==> config.mk <==
export PLATFORM = sky130hd
export DESIGN_NAME = seq_1011_tx
export DESIGN_NICKNAME = d
export VERILOG_FILES = /design/src/rtl/seq_1011_tx.sv
export SDC_FILE = /design/constraint.sdc
export NUM_CORES = 1
export LEC_CHECK = 0
export ABC_AREA = 1
export CORE_MARGIN = 8
export CORE_UTILIZATION = 30
export DETAILED_ROUTE_END_ITERATION = 16
export PLACE_DENSITY = 0.55
export RECOVER_POWER = 50
export SYNTH_ARGS = -nofsm -noshare
export SYNTH_HDL_FRONTEND = slang
export SYNTH_SLANG_ARGS = --single-unit
==> constraint.sdc <==
create_clock -name clk -period 4.1 [get_ports clk]
set_input_delay 0.82 -clock clk [delete_from_list [all_inputs] [get_ports clk]]
set_output_delay 0.82 -clock clk [all_outputs]
set_load 0.02 [all_outputs]
==> src/rtl/seq_1011_tx.sv <==
// Serial frame transmitter: emits preamble 1011, then the captured payload MSB first,
// then GAP_LEN idle-zero cycles. Accepts a new word only while idle.
module seq_1011_tx #(
    parameter int DATA_W  = 8,
    parameter int GAP_LEN = 2
) (
    input  logic              clk,
    input  logic              reset,
    input  logic [DATA_W-1:0] tx_data,
    input  logic              tx_valid,
    output logic              tx_ready,
    output logic              out,
    output logic              busy,
    output logic              frame_done
);

    localparam int MAX_A   = (DATA_W > 4) ? DATA_W : 4;
    localparam int MAX_CNT = (GAP_LEN > MAX_A) ? GAP_LEN : MAX_A;
    localparam int CW      = $clog2(MAX_CNT);

    localparam logic [CW-1:0] PRE_LAST  = CW'(3);
    localparam logic [CW-1:0] DATA_LAST = CW'(DATA_W - 1);
    localparam logic [CW-1:0] GAP_LAST  = CW'(GAP_LEN - 1);
    localparam logic [3:0]    PREAMBLE  = 4'b1011;

    typedef enum logic [1:0] {
        IDLE = 2'd0,
        PRE  = 2'd1,
        DATA = 2'd2,
        GAP  = 2'd3
    } state_t;

    state_t            state_reg, state_next;
    logic [CW-1:0]     cnt_reg, cnt_next;
    logic [DATA_W-1:0] shreg_reg, shreg_next;
    logic              out_reg, out_next;
    logic              frame_done_reg, frame_done_next;

    always_ff @(posedge clk or negedge reset) begin
        if (!reset) begin
            state_reg      <= IDLE;
            cnt_reg        <= '0;
            shreg_reg      <= '0;
            out_reg        <= 1'b0;
            frame_done_reg <= 1'b0;
        end else begin
            state_reg      <= state_next;
            cnt_reg        <= cnt_next;
            shreg_reg      <= shreg_next;
            out_reg        <= out_next;
            frame_done_reg <= frame_done_next;
        end
    end

    // cnt_reg indexes the bit currently on out; out_next is always the bit for the next cycle.
    always_comb begin
        state_next      = state_reg;
        cnt_next        = cnt_reg;
        shreg_next      = shreg_reg;
        out_next        = 1'b0;
        frame_done_next = 1'b0;
        case (state_reg)
            IDLE: begin
                if (tx_valid) begin
                    state_next = PRE;
                    cnt_next   = '0;
                    shreg_next = tx_data;
                    out_next   = PREAMBLE[3];
                end
            end
            PRE: begin
                if (cnt_reg == PRE_LAST) begin
                    state_next = DATA;
                    cnt_next   = '0;
                    out_next   = shreg_reg[DATA_W-1];
                    shreg_next = shreg_reg << 1;
                end else begin
                    cnt_next = cnt_reg + 1'b1;
                    out_next = PREAMBLE[2'd2 - cnt_reg[1:0]];
                end
            end
            DATA: begin
                if (cnt_reg == DATA_LAST) begin
                    state_next      = GAP;
                    cnt_next        = '0;
                    frame_done_next = 1'b1;
                end else begin
                    cnt_next   = cnt_reg + 1'b1;
                    out_next   = shreg_reg[DATA_W-1];
                    shreg_next = shreg_reg << 1;
                end
            end
            GAP: begin
                if (cnt_reg == GAP_LAST) begin
                    state_next = IDLE;
                    cnt_next   = '0;
                end else begin
                    cnt_next = cnt_reg + 1'b1;
                end
            end
            default: begin
                state_next = IDLE;
                cnt_next   = '0;
            end
        endcase
    end

    assign tx_ready   = (state_reg == IDLE);
    assign busy       = (state_reg != IDLE);
    assign out        = out_reg;
    assign frame_done = frame_done_reg;

endmodule

# Word-level counts from Yosys, hierarchy flattened
# Cells that the tools add are included.
totals:
  register_bits: 15
  in_bits: 11
  output_inout_bits: 4
classes:
  n_addsub: 2
  magnitude_cmp: 1
  eq_ne: 11
  mux: 22
  reduce_logical: 5
ops:
  columns: ["cell", "count"]
  rows:
  - ["2-to-1 mux 8 bit", 3]
  - ["case mux 8 bit (3 select lines)", 1]
  - ["2-to-1 mux 3 bit", 4]
  - ["case mux 3 bit (4 select lines)", 1]
  - ["inequality test 2 bit (second input constant)", 5]
  - ["2-to-1 mux 2 bit", 4]
  - ["case mux 2 bit (4 select lines)", 1]
  - ["AND reduction 4 bit", 2]
  - ["2-to-1 mux 1 bit", 6]
  - ["== test 2 bit (second input constant)", 2]
  - ["adder 3 x 1 -> 3 bit (second input constant)", 1]
  - ["== test 3 x 1 -> 1 bit (second input constant)", 1]
  - ["== test 3 x 2 -> 1 bit (second input constant)", 1]
  - ["== test 3 bit (second input constant)", 1]
  - ["< comparator 2 x 3 -> 1 bit (second input constant)", 1]
  - ["case mux 1 bit (3 select lines)", 1]
  - ["nonzero test 3 bit", 1]
  - ["binary-select mux 1 bit (select 2 bit)", 1]
  - ["== test 2 x 1 -> 1 bit (second input constant)", 1]
  - ["logical NOT 2 bit", 1]
  - ["nonzero test 2 bit", 1]
  - ["subtractor 2 bit (first input constant)", 1]

# Depth between registers and ports, before layout
depth:
  ltp_word: 5
  depth_mapped: 9
  ltp_nobuf: 9

# Worst setup path after synthesis
# Ideal clock, no wire load.
synth_path:
  kind: "flip-flop to output port"
  start: "register state_reg[0]"
  end: "output busy"
  arrival_ns: 1.062
  setup_slack_ns: 2.218
  path_stages_with_launch: 4
  path_cell_list: "dfrtp_1 > inv_1 > ha_1 > inv_1"
synth_via:
  elab_chain_cells: 1
synth_lines:
  columns: ["item", "line_no", "rtl"]
  rows:
  - ["from (decl)", "33", "state_t state_reg, state_next;"]
  - ["from (signal assigned)", "47", "state_reg <= state_next;"]
  - ["nonzero test 2 bit", "109", "assign busy = (state_reg != IDLE);"]
  - ["to (decl)", "13", "output logic busy,"]
# Every way passes these cells.

# Worst setup path after layout
# Ends and elaborated chain as after synthesis.

==> flow_summary.json <==
{
  "maxCapViolCount": 0,
  "areaGrowthSynthToFinish_pct": 20.2,
  "wl_per_cell_microns": 10.3,
  "worst_pin_slew_ps": 731,
  "syn_avg_cell_area_sq_um": 8.02,
  "vdd_drop_max_uv": 259,
  "path_buf_inv": 3,
  "hpwl_microns": 1640,
  "finalClockSkew_ps": 11.6,
  "synth_warnings": 0,
  "core_sq_um": 3580,
  "clkTransAtPathRegs_ps": 100,
  "cp.arrival_ps": 1800,
  "dr.pass1.iters": 2,
  "die_height_microns": 76.3,
  "finalSetupViolCount": 0,
  "crit_path_max_incr_delay_ps": 610,
  "synth.largest_area_cell": "dfrtp_1",
  "die_x_microns": 76.3,
  "io_pins": 15,
  "largest_reg_flops": 8,
  "synthTopCellsByArea": "dfrtp_1, ha_1, nand2_1, nand2_2, inv_1",
  "hold_class": "reg2reg",
  "cts_root_buf": "clkbuf_4",
  "clock_latency_ps": 290,
  "tritoncts": "built",
  "n_antenna_cell": 0,
  "synth_cell_type_count": 17,
  "power_uw": 947,
  "cp_slowest_cell": "clkdlybuf4s50_1",
  "cp_max_fo": 5,
  "grt_first_pass_wirelength_microns": 3930,
  "synth_top_area_share_pct": 34.4,
  "cp-end-kind": "primary output",
  "min_period_over_period_pct": 63.9,
  "grt_max_degree": 17,
  "synth_edf_count": 0,
  "gr-usage-all-layers_pct": 8.03,
  "finalWirelength_microns": 2070,
  "antenna_left": 0,
  "status": "finished, final reports clean",
  "cts.repair.resized": 0,
  "via_per_inst": 4.24,
  "start_util_pct": 30.5,
  "async_flop_share_pct": 100,
  "grt_overflow": 0,
  "cts_hold_buffers": 0,
  "yosys.cell_count.top_type": "nand2_1",
  "port-buffer-count": 14,
  "die_area_sq_um": 5820,
  "syn_inst": 136,
  "ctsHtreeMaxLevel": 1,
  "route.detailed.drc": 0,
  "cts_setup_buffers": 0,
  "post_route_cells_drive_above_1_share_pct": 20.9,
  "p_per_area_nw_per_um2": 722,
  "cts.sink_count": 15,
  "routed-via-count": 853,
  "synth_common_cells": "nand2_1, inv_1, nand2_2",
  "ys.flop_type": "dfrtp_1",
  "grt_pass1_vias": 939,
  "max_freq_mhz": 381,
  "gp_congestion": 0.817,
  "worst_path_dominant_cell_family": "buffers and inverters",
  "ys_ff_latch": 15,
  "p_leak_nw": 0.715,
  "path_cells": "inv_1, ha_1, inv_1, clkdlybuf4s50_1",
  "totalNegativeSetupSlack_ps": 0,
  "syn_area_sq_um": 1090,
  "hold_violations": 0,
  "startpoint_type": "register",
  "required_ps": 3280,
  "drv_slew": 0,
  "ctsLongestPathBuffers": 2,
  "cp_common_cell": "inv_1",
  "period_minus_slack_ps": 2620,
  "max-slew-margin-rel_pct": 51.1,
  "finalNetCount": 176,
  "synth_nets": 158,
  "antenna_found_initial": 0,
  "worstSetupPathType": "reg2out",
  "drt_iter0_markers": 37,
  "ys_seq_area_share_pct": 34.4,
  "cts_buffers": 3,
  "rsz0062_at_grt": "no",
  "rows": 22
}
[cell type report]
type	instances	area, sq um
clock inverter	1	5.00
inverter	24	90.1
multi-input combinational	96	618
tap	48	60.1
sequential	15	375
clock buffer	3	22.5
fill	385	2270
timing repair buffer	14	140
[cell usage in the layout (no fill, tap or decap), drive strengths merged]
cell type | netlist | layout
clkdlybuf4s50 | 0 | 12
nor2 | 6 | 6
nand3b | 1 | 1
ha | 11 | 11
o21ai | 7 | 7
a21oi | 2 | 2
nand3 | 15 | 15
clkbuf | 0 | 3
inv | 24 | 24
dlygate4sd3 | 0 | 2
clkinv | 0 | 1
dfrtp | 15 | 15
nand2 | 54 | 54
[where the power goes]
part           switching [mW]  internal [mW]  total [mW]  leakage (nW)
Combinational           0.370          0.228       0.597         0.504
Sequential             0.0509          0.211       0.262         0.193
Clock                  0.0517         0.0362      0.0880        0.0177
Total                   0.472          0.475       0.947         0.715
[per-stage QoR]
step           cell area (sq um)  setup slack, ps  hold WS (ps)  cells  utilization [%]
2_1_floorplan               1090             2220           459    136                -
3_3_place_gp                1280             1840           471    197             35.9
3_5_place_dp                1280             1790           472    197             35.9
4_1_cts                     1310             1450           497    201             36.6
5_1_grt                     1310             1330           513    201             36.6
6_report                    1310             1480           490    201             36.6
[logic make-up (layout without fill, tap and decap cells)]
family	Yosys count	in the layout	share of synthesized area, %
AOI/OAI and AO/OA	9	9	4.47
adders and majority gates	11	11	12.6
buffers and inverters	25	42	8.95
DFF	15	15	34.4
and+or+nand+nor	76	76	39.6
[layer usage]
layer | track usage [%] | routed length, microns | vias to the layer above
met5 | 0 | 0 | -
met4 | 2.31 | 15 | 0
met3 | 3.42 | 128 | 2
met2 | 14.2 | 918 | 17
met1 | 8.39 | 1010 | 384
li1 | - | - | 450
[path summary, 6_finish.rpt]
path	start	endpoint	slack (ps)	cells after the start
setup / recovery	state_reg[0]	busy	1480	4
hold / removal	shreg_reg[5]	shreg_reg[5]	490	2
max in group asynchronous	reset	shreg_reg[3]	2610	1
hold reg to reg	shreg_reg[5]	shreg_reg[5]	490	2
setup reg to reg	state_reg[0]	shreg_reg[0]	2520	8
min in group asynchronous	reset	out	1020	1
[worst min-delay path, delay by kind of cell, from the launching register on]
family	cells	cell delay (ps)
flip-flops	1	370
AND/OR/NAND/NOR	2	100
Power figures use the tool's default switching activity.
